===== src/rtl/flash_prog_pkg.sv =====
// rtl/flash_prog_pkg.sv - shared state encoding and command constants for flash_prog
package flash_prog_pkg;

    typedef enum logic [2:0] {
        ST_IDLE      = 3'd0,
        ST_SETUP     = 3'd1,
        ST_WLOW      = 3'd2,
        ST_WHIGH     = 3'd3,
        ST_POLL_WAIT = 3'd4,
        ST_POLL_GAP  = 3'd5,
        ST_RST_CMD   = 3'd6,
        ST_DONE      = 3'd7
    } state_e;

    // Unlock / command word addresses (halfword addressing)
    localparam logic [22:0] CMD_ADDR_555 = 23'h000555;
    localparam logic [22:0] CMD_ADDR_2AA = 23'h0002AA;
    localparam logic [22:0] CMD_ADDR_000 = 23'h000000;

    // Command data values
    localparam logic [15:0] CMD_AA = 16'h00AA;
    localparam logic [15:0] CMD_55 = 16'h0055;
    localparam logic [15:0] CMD_A0 = 16'h00A0;
    localparam logic [15:0] CMD_80 = 16'h0080;
    localparam logic [15:0] CMD_30 = 16'h0030;
    localparam logic [15:0] CMD_F0 = 16'h00F0;

    // Number of bus write cycles in each command sequence
    localparam logic [2:0] PROG_SEQ_LEN  = 3'd4;
    localparam logic [2:0] ERASE_SEQ_LEN = 3'd6;

    function automatic int max3(input int x, input int y, input int z);
        int m;
        m = (x > y) ? x : y;
        return (m > z) ? m : z;
    endfunction

endpackage


===== src/rtl/flash_cmd_seq.sv =====
// rtl/flash_cmd_seq.sv - combinational lookup of the program/erase command sequence
module flash_cmd_seq
    import flash_prog_pkg::*;
(
    input  logic        erase_i,
    input  logic [2:0]  idx_i,
    input  logic [22:0] addr_i,
    input  logic [15:0] data_i,
    output logic [22:0] word_o,
    output logic [15:0] data_o,
    output logic        last_o
);

    // Map the sequence index to the (word address, data) pair of that bus write
    always_comb begin
        word_o = addr_i;
        data_o = data_i;
        last_o = 1'b0;
        if (erase_i) begin
            case (idx_i)
                3'd0:    begin word_o = CMD_ADDR_555; data_o = CMD_AA; end
                3'd1:    begin word_o = CMD_ADDR_2AA; data_o = CMD_55; end
                3'd2:    begin word_o = CMD_ADDR_555; data_o = CMD_80; end
                3'd3:    begin word_o = CMD_ADDR_555; data_o = CMD_AA; end
                3'd4:    begin word_o = CMD_ADDR_2AA; data_o = CMD_55; end
                default: begin word_o = addr_i;       data_o = CMD_30; end
            endcase
            last_o = (idx_i >= ERASE_SEQ_LEN - 3'd1);
        end else begin
            case (idx_i)
                3'd0:    begin word_o = CMD_ADDR_555; data_o = CMD_AA; end
                3'd1:    begin word_o = CMD_ADDR_2AA; data_o = CMD_55; end
                3'd2:    begin word_o = CMD_ADDR_555; data_o = CMD_A0; end
                default: begin word_o = addr_i;       data_o = data_i; end
            endcase
            last_o = (idx_i >= PROG_SEQ_LEN - 3'd1);
        end
    end

endmodule


===== src/rtl/flash_prog.sv =====
// rtl/flash_prog.sv - NOR flash halfword program / sector erase sequencer with DQ7 polling
module flash_prog
    import flash_prog_pkg::*;
#(
    parameter int WE_LOW  = 4,
    parameter int WE_HIGH = 2,
    parameter int RD_WAIT = 6
) (
    input  logic        clk,
    input  logic        reset,
    input  logic        en,
    input  logic        wr,
    input  logic        erase,
    input  logic [23:0] addr,
    input  logic [15:0] data_in,
    output logic        wt,
    output logic        err,
    output logic        busy,
    output logic        ce_n,
    output logic        byte_n,
    output logic        oe_n,
    output logic        we_n,
    output logic [23:0] a,
    output logic [15:0] d_out,
    output logic        d_oe,
    input  logic [15:0] d_in
);

    localparam int CNT_MAX = max3(WE_LOW, WE_HIGH, RD_WAIT);
    localparam int CW      = $clog2(CNT_MAX + 1);
    localparam logic [CW-1:0] LD_WLOW  = CW'(WE_LOW - 1);
    localparam logic [CW-1:0] LD_WHIGH = CW'(WE_HIGH - 1);
    localparam logic [CW-1:0] LD_POLL  = CW'(RD_WAIT - 1);

    state_e        state_q, state_d;
    logic [CW-1:0] cnt_q, cnt_d;
    logic [2:0]    seq_q, seq_d;
    logic          erase_q, erase_d;
    logic [22:0]   addr_q, addr_d;
    logic [15:0]   data_q, data_d;
    logic          err_q, err_d;
    logic          f0_q, f0_d;        // current bus write is the F0 reset command
    logic          retry_q, retry_d;  // DQ5 seen: this poll is the last chance
    logic          dq7_q, dq7_d;
    logic          dq5_q, dq5_d;

    logic [22:0]   seq_word;
    logic [15:0]   seq_data;
    logic          seq_last;
    logic          exp_dq7;
    logic          unused_bits;

    assign exp_dq7     = erase_q | data_q[7];
    assign unused_bits = ^{addr[0], d_in[15:8], d_in[6], d_in[4:0]};

    flash_cmd_seq u_cmd_seq (
        .erase_i (erase_q),
        .idx_i   (seq_q),
        .addr_i  (addr_q),
        .data_i  (data_q),
        .word_o  (seq_word),
        .data_o  (seq_data),
        .last_o  (seq_last)
    );

    // State and datapath registers
    always_ff @(posedge clk) begin
        if (reset) begin
            state_q <= ST_IDLE;
            cnt_q   <= '0;
            seq_q   <= '0;
            erase_q <= 1'b0;
            addr_q  <= '0;
            data_q  <= '0;
            err_q   <= 1'b0;
            f0_q    <= 1'b0;
            retry_q <= 1'b0;
            dq7_q   <= 1'b0;
            dq5_q   <= 1'b0;
        end else begin
            state_q <= state_d;
            cnt_q   <= cnt_d;
            seq_q   <= seq_d;
            erase_q <= erase_d;
            addr_q  <= addr_d;
            data_q  <= data_d;
            err_q   <= err_d;
            f0_q    <= f0_d;
            retry_q <= retry_d;
            dq7_q   <= dq7_d;
            dq5_q   <= dq5_d;
        end
    end

    // Next-state: walk the command sequence, then poll DQ7 until done or failed
    always_comb begin
        state_d = state_q;
        cnt_d   = cnt_q;
        seq_d   = seq_q;
        erase_d = erase_q;
        addr_d  = addr_q;
        data_d  = data_q;
        err_d   = err_q;
        f0_d    = f0_q;
        retry_d = retry_q;
        dq7_d   = dq7_q;
        dq5_d   = dq5_q;
        case (state_q)
            ST_IDLE: begin
                if (en && wr) begin
                    state_d = ST_SETUP;
                    erase_d = erase;
                    addr_d  = addr[23:1];
                    data_d  = data_in;
                    seq_d   = '0;
                    err_d   = 1'b0;
                    f0_d    = 1'b0;
                    retry_d = 1'b0;
                end
            end
            ST_SETUP, ST_RST_CMD: begin
                state_d = ST_WLOW;
                cnt_d   = LD_WLOW;
            end
            ST_WLOW: begin
                if (cnt_q == '0) begin
                    state_d = ST_WHIGH;
                    cnt_d   = LD_WHIGH;
                end else begin
                    cnt_d = cnt_q - 1'b1;
                end
            end
            ST_WHIGH: begin
                if (cnt_q != '0) begin
                    cnt_d = cnt_q - 1'b1;
                end else if (f0_q) begin
                    state_d = ST_DONE;
                    err_d   = 1'b1;
                end else if (seq_last) begin
                    state_d = ST_POLL_WAIT;
                    cnt_d   = LD_POLL;
                end else begin
                    state_d = ST_SETUP;
                    seq_d   = seq_q + 3'd1;
                end
            end
            ST_POLL_WAIT: begin
                if (cnt_q == '0) begin
                    state_d = ST_POLL_GAP;
                    dq7_d   = d_in[7];
                    dq5_d   = d_in[5];
                end else begin
                    cnt_d = cnt_q - 1'b1;
                end
            end
            ST_POLL_GAP: begin
                if (dq7_q == exp_dq7) begin
                    state_d = ST_DONE;
                end else if (retry_q) begin
                    state_d = ST_RST_CMD;
                    f0_d    = 1'b1;
                end else begin
                    state_d = ST_POLL_WAIT;
                    cnt_d   = LD_POLL;
                    retry_d = dq5_q;
                end
            end
            ST_DONE: begin
                state_d = ST_IDLE;
            end
            default: begin
                state_d = ST_IDLE;
            end
        endcase
    end

    // Outputs decoded from the current state and latched operands
    always_comb begin
        ce_n   = 1'b0;
        byte_n = 1'b1;
        err    = err_q;
        busy   = (state_q != ST_IDLE);
        wt     = (state_q != ST_DONE);
        we_n   = (state_q != ST_WLOW);
        oe_n   = (state_q != ST_POLL_WAIT);
        d_oe   = 1'b0;
        a      = '0;
        d_out  = '0;
        case (state_q)
            ST_SETUP, ST_WLOW, ST_WHIGH: begin
                d_oe = 1'b1;
                if (f0_q) begin
                    a     = {CMD_ADDR_000, 1'b0};
                    d_out = CMD_F0;
                end else begin
                    a     = {seq_word, 1'b0};
                    d_out = seq_data;
                end
            end
            ST_RST_CMD: begin
                d_oe  = 1'b1;
                a     = {CMD_ADDR_000, 1'b0};
                d_out = CMD_F0;
            end
            ST_POLL_WAIT, ST_POLL_GAP: begin
                a = {addr_q, 1'b0};
            end
            default: begin
                a     = '0;
                d_out = '0;
            end
        endcase
    end

endmodule


===== config.mk =====
export PLATFORM = sky130hd
export DESIGN_NAME = flash_prog
export DESIGN_NICKNAME = d
export VERILOG_FILES = /design/src/rtl/flash_prog_pkg.sv /design/src/rtl/flash_cmd_seq.sv /design/src/rtl/flash_prog.sv
export SDC_FILE = /design/constraint.sdc
export NUM_CORES = 1
export LEC_CHECK = 0
export BUFFER_PORTS_ARGS = -buffer_cell sky130_fd_sc_hd__buf_4
export CORE_MARGIN = 2
export CORE_UTILIZATION = 30
export DETAILED_ROUTE_END_ITERATION = 12
export GPL_TIMING_DRIVEN = 0
export HOLD_SLACK_MARGIN = 0.08
export PLACE_DENSITY = 0.53
export SYNTH_ARGS = -nofsm -noshare
export SYNTH_HDL_FRONTEND = slang
export SYNTH_SLANG_ARGS = --single-unit

===== constraint.sdc =====
create_clock -name clk -period 2.6 [get_ports clk]
set_clock_uncertainty 0.05 [all_clocks]
set_input_delay 0.52 -clock clk [delete_from_list [all_inputs] [get_ports clk]]
set_output_delay 0.52 -clock clk [all_outputs]
set_load 0.01 [all_outputs]

==> After elaboration in Yosys (flattened, before gate mapping) <==
Index checks and enable logic that the tools add are counted.
{ "totals": {"reg_bits": 54, "in_bits": 61, "out_inout_bits": 48, "word_cells": 113} }
{ "op_classes": {"add_sub_neg": 2, "order_cmp": 2, "eq_ne": 28, "mux": 44, "n_bitwise": 1, "reduce_logical": 25} }
{ "ops": {"columns": ["cell", "count"], "rows": [
  ["$pmux 23 s2", 2],
  ["$mux 3", 17],
  ["$pmux 16 s3", 1],
  ["$pmux 24 s2", 1],
  ["$mux 16", 2],
  ["$pmux 16 s2", 1],
  ["$mux 24", 1],
  ["$pmux 8 s3", 1],
  ["$mux 23", 1],
  ["$ne 2x2->1 const B", 11],
  ["$pmux 3 s7", 1],
  ["$eq 3x3->1 const B", 5],
  ["$pmux 3 s5", 1],
  ["$eq 3x2->1 const B", 4],
  ["$ne 3x3->1 const B", 4],
  ["$reduce_and 4->1", 3],
  ["$reduce_or 2->1", 5],
  ["$logic_not 3->1", 3],
  ["$mux 1", 9],
  ["$eq 3x1->1 const B", 2],
  ["$pmux 1 s2", 3],
  ["$pmux 3 s2", 1],
  ["$reduce_and 6->1", 1],
  ["$reduce_bool 3->1", 2],
  ["other kinds (16)", 20]
]} }

==> Depth between registers and ports, before layout <==
Gate-level depths: netlist of run 1.
{ "logic_depth": {"ltp_word": 6, "depth_mapped": 9, "mapped_depth_nobuf": 7} }

==> Modules after synthesis <==
A second synthesis of run 1 with hierarchy kept.
{ "hier_totals": {"hier_cells": 441, "area_unflattened_um2": 3274.4} }
{ "modules_own_cells": {"columns": ["module", "n_inst", "cells_each", "area_per_inst_um2", "seq_area_each_um2"], "rows": [
  ["flash_prog", 1, 346, 2663.8, 1081.0],
  ["flash_cmd_seq", 1, 95, 610.6, 0.0]
]} }

==> Worst setup path after synthesis of run 1 <==
Ideal clock, no wire load.
{ "synth_path": {"path_type": "register to output", "from": "register seq_q[0]", "to": "output a[12]", "arrival_ns": 1.913, "t_required_ns": 2.030, "setup_slack_ns": 0.117, "path_stages_with_launch": 9, "path_buffers": 1, "cell_sequence": "dfxtp_1 inv_1 ha_1 o21bai_1 nand2b_1 o22ai_1 a21oi_1 buf_2 nor2b_1"} }
{ "synth_between": {"elab_chain_cells": 6, "word_cells_on_any_way": 13, "classes_between": "eq/ne: 4; mux: 5; reduce/logical: 4"} }
{ "synth_lines": {"columns": ["item", "line", "source"], "rows": [
  ["start, declared", "flash_prog.sv:37", "logic [2:0] seq_q, seq_d;"],
  ["start signal, assigned", "flash_prog.sv:83", "seq_q <= seq_d;"],
  ["$eq 3x2->1, or another cell as far along", "flash_cmd_seq.sv:20", "case (idx_i)"],
  ["$reduce_or 3->1 (no source line) / $reduce_or 2->1 (equally long branches)", null, null],
  ["$pmux 23 s2, on equally long branches", "flash_cmd_seq.sv:20, flash_cmd_seq.sv:30", null],
  ["$mux 23 (*)", "flash_cmd_seq.sv:19", "if (erase_i) begin"],
  ["$mux 24 (*)", "flash_prog.sv:192", "if (f0_q) begin"],
  ["$pmux 24 s2 (*)", "flash_prog.sv:189", "case (state_q)"],
  ["end, declared", "flash_prog.sv:23", "output logic [23:0] a,"]
]} }
Every way passes the cells marked *; elsewhere a longest branch is shown, timed or not.

==> Worst setup path in the final report of run 1 <==
{ "layout_path": {"from": "register seq_q[0]", "to": "output d_out[7]"} }
{ "layout_between": {"elab_chain_cells": 6, "word_cells_on_any_way": 12, "classes_between": "eq/ne: 4; mux: 5; reduce/logical: 3"} }
{ "layout_lines": {"columns": ["item", "line", "source"], "rows": [
  ["$eq 3x3->1, or another cell as far along", "flash_cmd_seq.sv:20", null],
  ["$reduce_or 2->1 (no source line)", null, null],
  ["$pmux 8 s3", "flash_cmd_seq.sv:20", null],
  ["$mux 16 (*)", "flash_cmd_seq.sv:19", null],
  ["$mux 16 (*)", "flash_prog.sv:192", null],
  ["$pmux 16 s2 (*)", "flash_prog.sv:189", null],
  ["end, declared", "flash_prog.sv:24", "output logic [15:0] d_out,"]
]} }
Marked as above.

==> key figures, run 1 <==
Status
  – Status: finished, violations left
  – Failing checks: negative setup slack

Yosys
  – Area contributors post-synth: dfxtp_1, nand2_1, a21oi_1
  – Count leader, synth: nand2_1
  – Synth Area in Compound Gates: 24.0%
  – Cell Area, Synth: 3180 µm²
  – Prevailing post-synth register cell: dfxtp_1
  – EDFF count, synth: 0
  – Gate Count Post-Synth: about 440
  – Yosys top cell by area: dfxtp_1
  – Async SR Flop Fraction: 0%
  – Post-synth top cells: nand2_1, a21oi_1, dfxtp_1, nor2_1, nor2b_1
  – Xor and xnor fraction of the mapped netlist area: 0.275%
  – Synth cell types: 48
  – Largest family of logic cells by synthesized area: simple AND/OR/NAND/NOR gates
  – Mean Syn Cell Area: 7.24 µm²
  – Simple-Gate Fraction of Synth Area: 29.3%
  – Mux contribution to synthesized area: 1.73%
  – Number of synthesized register bits: 54
  – Syn. warnings: 0
  – Sequential share of the synthesized area: between 30% and 40%
  – Synth Area in Adders: 2.75%
  – Top-area cell type share of the netlist area: 34.0%

CTS
  – H-tree Lvls: 2
  – Clock latency on the worst-skew pair: 0.32 ns
  – CTS max path bufs: 2
  – Cts bufs inserted: 5
  – Clk root buf: clkbuf_8
  – Post-CTS Hold Buffers: 0
  – CTS Sinks: 54
  – CTS tree: built
  – Reg clk slew, reported paths: 0.11 ns

Timing
  – Final setup fails: 1
  – Setup ws final: -0.0124 ns
  – Relative slew margins: 60.8%
  – Final Hold Fails: 0
  – Slew Viols, Final: 0
  – RSZ-0062 raised after global routing: true
  – Achievable frequency: approximately 380 MHz
  – Fin crit share: 100%
  – Tmin final: 2.61 ns
  – Worst hold margin: approximately 0.38 ns
  – Worst slew pin tran: 0.588 ns

Route
  – TritonRoute pass-1 iters: 5
  – Post-route ant nets: 0
  – DRC Markers: 0
  – DR iter-0 viols: roughly 190
  – Routed via count: 3386
  – Number of vias per cell: approximately 5.0
  – Final wirelength: 10.2 mm
  – DR WL/cell: approximately 15 µm

Floorplanning
  – Die height: 107 µm
  – Initial core utilization: 30.8%
  – Number of cell rows: 37
  – Die ar.: 11400 µm²
  – Core area: 10300 µm²
  – IO Pins: 109
  – Die Width: 107 µm

Power and ir drop
  – Power Total: 2.45 mW
  – Pwr per Cell Area: roughly 540 nW/µm²
  – Leakage: between 1.5 and 2 nW
  – VDD IR max: 314 µV

Worst hold path
  – Worst hold path type: input port to flop

Flow run
  – Maxcap violations: 0

Global route
  – Largest net degree at the start of global routing: 18
  – Initial antenna violation count: 0
  – Tot GR Track Use: 17.2%
  – Total grt overflow: 0
  – Vias in the first global route: roughly 3200
  – First-pass GRT wire length: 15.9 mm

Setup path
  – Worst path cell trace: buf_4, ha_4, nor3_2, or2_4, a21oi_1, or2_2, a31oi_1, buf_4
  – Worst Path Max Fanout: 5
  – Worst Setup End Kind: output port
  – Most frequent CP cell: buf_4
  – Crit path kind: flop to output port
  – WP data required: between 2 and 2.5 ns
  – Worst path arrival time: 2.04 ns
  – Max incr delay on CP: 0.38 ns
  – Type of origin of the critical path: flop
  – CP max stage cell: dfxtp_4

Placement
  – Port bufs: 89
  – Placed Cells: 665
  – RePlAce Congestion: 0.869
  – DPL Wire Length: 7.20 mm

Finish
  – Ant diodes: 0
  – Area of the multi-input gates: 2110 µm²
  – Register area: 1090 µm²
  – Non-Filler Instances: 684
  – NumNets Final: 615
  – Layout cell share with drive strength beyond 1: 34.5%
  – Area grow syn2layout: 43.0%
  – Fill cell count: between 1000 and 1500
[sequential cells by signal, summed over array words and instances (netlist names)]
name     cells
f0_q         1
state_q      3
addr_q      23
cnt_q        3
retry_q      1
dq5_q        1
err          1
seq_q        3
dq7_q        1
data_q      16
erase_q      1
[kinds of logic (layout without fill, tap and decap cells)]
logic type | Yosys count | after routing
adder cells (fa/ha/maj) | 7 | 7
AO/OA/AOI/OAI | 127 | 127
other | 2 | 3
multiplexers | 5 | 5
flip-flops | 54 | 54
XOR/XNOR | 1 | 1
buffers and inverters | 45 | 153
AND/OR/NAND/NOR | 198 | 198
[worst max-delay path: cells and delay by family, from the launching register on]
| kind | cells | cell delay, ns |
|---|---|---|
| flip-flops | 1 | 0.38 |
| AND/OR/NAND/NOR | 3 | 0.63 |
| adder cells (fa/ha/maj) | 1 | 0.17 |
| buffers and inverters | 2 | 0.30 |
| AO/OA/AOI/OAI | 2 | 0.24 |
[routing by layer]
layer / share of wire [%] / GRT usage, % / vias up
li1: - / - / 1707
met1: 45 / 23.5 / 1572
met2: 48 / 28.3 / 91
met3: 4.8 / 2.55 / 16
met4: 2.2 / 4.45 / 0
met5: 0 / 0 / -
[cell usage in the layout, fill, tap and decap left out, types with 4 or more instances in the layout]
| master | count |
|---|---|
| a21oi_1 | 59 |
| a21oi_2 | 5 |
| a22o_1 | 7 |
| a31oi_1 | 4 |
| and2_1 | 8 |
| buf_2 | 8 |
| buf_4 | 102 |
| buf_6 | 11 |
| clkbuf_1 | 6 |
| clkbuf_8 | 5 |
| dfxtp_1 | 52 |
| inv_1 | 7 |
| mux2i_1 | 4 |
| nand2_1 | 105 |
| nand2b_1 | 6 |
| nand3_1 | 7 |
| nor2_1 | 20 |
| nor2b_1 | 14 |
| nor2b_2 | 4 |
| nor3_1 | 6 |
| o21a_1 | 6 |
| o21ai_0 | 16 |
| o31ai_2 | 6 |
[final cells by class]
cell class	count	area share (%)
plain buffers	35	5.42
inverters	9	0.743
well taps	136	3.74
multi-input cells	341	46.4
flip-flops and latches	54	23.9
clock buffers	5	1.51
repair buffers	101	17.3
clock inverters	3	0.963
[final timing paths]
| kind | from | end | slack [ns] | cells past startpoint |
|---|---|---|---|---|
| max reg2reg | seq_q[0] | seq_q[2] | 0.53 | 7 |
| min reg2reg | data_q[9] | data_q[9] | 0.40 | 2 |
| min | addr[23] | addr_q[22] | 0.38 | 3 |
| max | seq_q[0] | d_out[7] | -0.01 | 8 |
[repair_timing]
action	CTS	global route
pin swaps	5	5
gates cloned	1	0
setup endpoints to repair	39	35
resized for setup	43	47
hold endpoints to repair	0	0
setup buffers	7	4
[through the flow]
step                      cell area, µm²  setup WS, ns  TNS, ns  utilization [%]
final                               4550       -0.0124  -0.0124             44.0
after detailed placement            4020        -0.369    -5.31             39.0
after floorplan                     3180         0.117        0                -
after CTS                           4340       0.00859        0             42.1
after global routing                4550        -0.106    -1.23             44.0
after global placement              4020        -0.319    -4.30             39.0
[power breakdown]
part / switching, mW / internal, mW / total [mW]
sequential: 0.0363 / 0.889 / 0.925
clock: 0.298 / 0.289 / 0.587
combinational: 0.503 / 0.433 / 0.937
(Power assumes the default switching activity.)
==> inputs of run 2 (changes only) <==
--- a/config.mk
+++ b/config.mk
@@ -6,12 +6,15 @@
 export NUM_CORES = 1
 export LEC_CHECK = 0
 export BUFFER_PORTS_ARGS = -buffer_cell sky130_fd_sc_hd__buf_4
+export CELL_PAD_IN_SITES_DETAIL_PLACEMENT = 2
+export CELL_PAD_IN_SITES_GLOBAL_PLACEMENT = 2
 export CORE_MARGIN = 2
-export CORE_UTILIZATION = 30
+export CORE_UTILIZATION = 27
 export DETAILED_ROUTE_END_ITERATION = 12
 export GPL_TIMING_DRIVEN = 0
 export HOLD_SLACK_MARGIN = 0.08
-export PLACE_DENSITY = 0.53
+export PLACE_DENSITY = 0.8
 export SYNTH_ARGS = -nofsm -noshare
 export SYNTH_HDL_FRONTEND = slang
+export SYNTH_HIERARCHICAL = 1
 export SYNTH_SLANG_ARGS = --single-unit
==> run 2 against run 1 <==
Clock power rose by 36%; critical endpoint is now a[8]; sequential power grew 2%; setup slack improved by 0.13 ns; total power increased by 4.5%; non-clock buffer count fell by 5; final cell count up 0.58%; the flow now finishes without violations.
==> key figures, run 2 <==
Status
  – Status: finished, final reports clean (was finished, violations left)

Timing
  – Achievable frequency: 402 MHz (was 383 MHz)
  – Relative slew margins: 59.3% (was 60.8%)
  – Final setup fails: 0 (was 1)
  – Final Hold Fails: 0 (unchanged)
  – Worst slew pin tran: 0.611 ns (was 0.588 ns)
  – Slew Viols, Final: 0 (unchanged)
  – Fin crit share: 95.6% (was 100%)
  – Final setup TNS: 0 ns (was -0.0124 ns)
  – RSZ-0062 raised after global routing: false (was true)
  – Tmin final: 2.48 ns (was 2.61 ns)

Finish
  – Layout cell share with drive strength beyond 1: 27.0% (was 34.5%)
  – Fill cell count: 1403 (was 1065)
  – Post-Route Utilization: 36.4% (was 44.0%)
  – Non-Filler Instances: 688 (was 684)
  – NumNets Final: 604 (was 615)
  – Area grow syn2layout: 32.5% (was 43.0%)
  – Register area: 1080 µm² (was 1090 µm²)
  – Commonest non-fill, non-tap cell in the layout: buf_4 (was nand2_1)
  – Area of the multi-input gates: 1910 µm² (was 2110 µm²)
  – Largest register FFs: 23 (unchanged)
  – Most frequent cells in the layout: buf_4, nand2_1, dfxtp_1 (was nand2_1, buf_4, a21oi_1)
  – Regs by FF count: addr_q x23, data_q x16 (unchanged)
  – Largest reg by FF count: addr_q (unchanged)
  – Ant diodes: 0 (unchanged)
  – Final instance area: 4340 µm² (was 4550 µm²)

Route
  – Final wirelength: 12.4 mm (was 10.2 mm)
  – Number of vias per cell: 5.11 (was 4.95)
  – TritonRoute pass-1 iters: 4 (was 5)
  – DR WL/cell: 18.0 µm (was 14.9 µm)
  – Routed via count: 3517 (was 3386)
  – DR iter-0 viols: 144 (was 192)
  – Post-route ant nets: 0 (unchanged)
  – DRC Markers: 0 (unchanged)

Flow run
  – Maxcap violations: 0 (unchanged)

CTS
  – Clk root buf: clkbuf_16 (was clkbuf_8)
  – Cts bufs inserted: 5 (unchanged)
  – CTS Sinks: 54 (unchanged)
  – Clock latency on the worst-skew pair: 0.29 ns (was 0.32 ns)
  – H-tree Lvls: 2 (unchanged)
  – CTS tree: built (unchanged)
  – Post-CTS Hold Buffers: 0 (unchanged)
  – CTS max path bufs: 2 (unchanged)
  – Reg clk slew, reported paths: 0.07 ns (was 0.11 ns)

Setup path
  – Reg-to-Reg Start: seq_q[2] (was seq_q[0])
  – Crit path kind: flop to output port (unchanged)
  – Worst Setup End Kind: output port (unchanged)
  – Worst setup startpoint: state_q[2] (was seq_q[0])
  – WP data required: 2.03 ns (about the same)
  – Worst Path Max Fanout: 10 (was 5)
  – Worst path arrival time: 1.91 ns (was 2.04 ns)
  – Type of origin of the critical path: flop (unchanged)

Floorplanning
  – Die height: 114 µm (was 107 µm)
  – Core area: 11900 µm² (was 10300 µm²)
  – Initial core utilization: 27.5% (was 30.8%)
  – Number of cell rows: 40 (was 37)
  – Die ar.: 13000 µm² (was 11400 µm²)
  – Die Width: 114 µm (was 107 µm)
  – IO Pins: 109 (unchanged)

Global route
  – Largest net degree at the start of global routing: 17 (was 18)
  – Initial antenna violation count: 0 (unchanged)
  – Tot GR Track Use: 18.8% (was 17.2%)
  – Total grt overflow: 0 (unchanged)
  – Vias in the first global route: 3810 (was 3181)
  – First-pass GRT wire length: 19.4 mm (was 15.9 mm)

Yosys
  – EDFF count, synth: 0 (unchanged)
  – Mean Syn Cell Area: 7.42 µm² (was 7.24 µm²)
  – Async SR Flop Fraction: 0% (unchanged)
  – Sequential share of the synthesized area: 33.0% (was 34.0%)
  – Gate Count Post-Synth: 441 (was 439)
  – Syn. warnings: 6 (was 0)
  – Synth cell types: 54 (was 48)
  – Number of synthesized register bits: 54 (unchanged)
  – Cell Area, Synth: 3270 µm² (was 3180 µm²)
  – Count leader, synth: nand2_1 (unchanged)
  – Area contributors post-synth: dfxtp_1, nand2_1, a21oi_1 (unchanged)
  – Post-synth top cells: nand2_1, dfxtp_1, a21oi_1, and2_1, a22o_1 (was nand2_1, a21oi_1, dfxtp_1, nor2_1, nor2b_1)
  – Prevailing post-synth register cell: dfxtp_1 (unchanged)
  – Top-area cell type share of the netlist area: 33.0% (was 34.0%)
  – Yosys top cell by area: dfxtp_1 (unchanged)

Power and ir drop
  – Leakage: 1.81 nW (was 1.85 nW)
  – VDD IR max: 264 µV (was 314 µV)
  – Pwr per Cell Area: 590 nW/µm² (was 539 nW/µm²)

Placement
  – Dpl cell area: 4130 µm² (was 4020 µm²)
  – Placed Cells: 678 (was 665)
  – DPL Wire Length: 9.20 mm (was 7.20 mm)
  – RePlAce Congestion: 0.862 (was 0.869)
  – Port bufs: 89 (unchanged)

Worst hold path
  – Worst hold path type: flop to flop (was input port to flop)
  – Worst hold start: data_q[14] (was addr[23])
[run 2: final timing paths]
| path | cells after the start | slack [ns] | end |
|---|---|---|---|
| max reg2reg | 9 | 0.38 | cnt_q[1] |
| min | 2 | 0.41 | data_q[14] |
| max | 6 | 0.12 | a[8] |
| min reg2reg | 2 | 0.41 | data_q[14] |
[run 2: layer usage]
metal	vias up	routed length [µm]	global-route usage, %
met5	-	0	0
met4	0	162	5.04
met3	13	468	2.33
met2	91	6080	33.9
met1	1708	5690	23.6
li1	1705	-	-
[run 2: power breakdown]
part / total, mW / switching, mW / internal [mW]
registers: 0.945 / 0.0569 / 0.888
clock network: 0.796 / 0.339 / 0.457
logic: 0.818 / 0.460 / 0.358
total: 2.56 / 0.856 / 1.70
[run 2: worst max-delay path, cell delays in order, from the launching register on]
cell and delay (ns):
dfxtp_1 0.36, clkbuf_4 0.24, nor2b_1 0.20, clkbuf_4 0.24
buf_2 0.26, a22o_1 0.20, buf_4 0.13
[run 2: logic make-up (layout without fill, tap and decap cells)]
| group | count (synthesis) | count (layout) | share of synthesized area [%] |
|---|---|---|---|
| AND/OR/NAND/NOR | 189 | 189 | 27.7 |
| AO/OA/AOI/OAI | 131 | 131 | 26.8 |
| flip-flops | 54 | 54 | 33.0 |
| buffers and inverters | 54 | 153 | 8.83 |
| XOR/XNOR | 4 | 4 | 1.07 |
| multiplexers | 4 | 4 | 1.22 |
| adder cells (fa/ha/maj) | 3 | 3 | 1.15 |
| other | 2 | 3 | 0.229 |
[run 2: stage by stage]
stage / hold slack [ns] / power [mW] / worst slack, ns
after floorplan: 0.382 / 1.43 / 0.675
after global placement: 0.389 / 1.73 / 0.0614
after detailed placement: 0.397 / 1.76 / 0.0237
after CTS: 0.408 / 2.57 / 0.00894
after global routing: 0.418 / 2.69 / 0.00317
final: 0.407 / 2.56 / 0.115
[run 2: area by class of cell]
class,instances,area share [%]
plain buffers,40,5.91
clock buffers,6,2.97
clock inverters,2,0.865
inverters,14,1.21
multi-input cells,334,44.1
flip-flops and latches,54,24.9
well taps,147,4.24
repair buffers,91,15.7
[run 2: repair_timing]
action                                  4_1_cts  5_1_grt
endpoints found under the setup margin       31       27
setup buffers                                 2        0
pin swaps                                     1        1
hold endpoints to repair                      0        0
gates resized for setup                       3        9
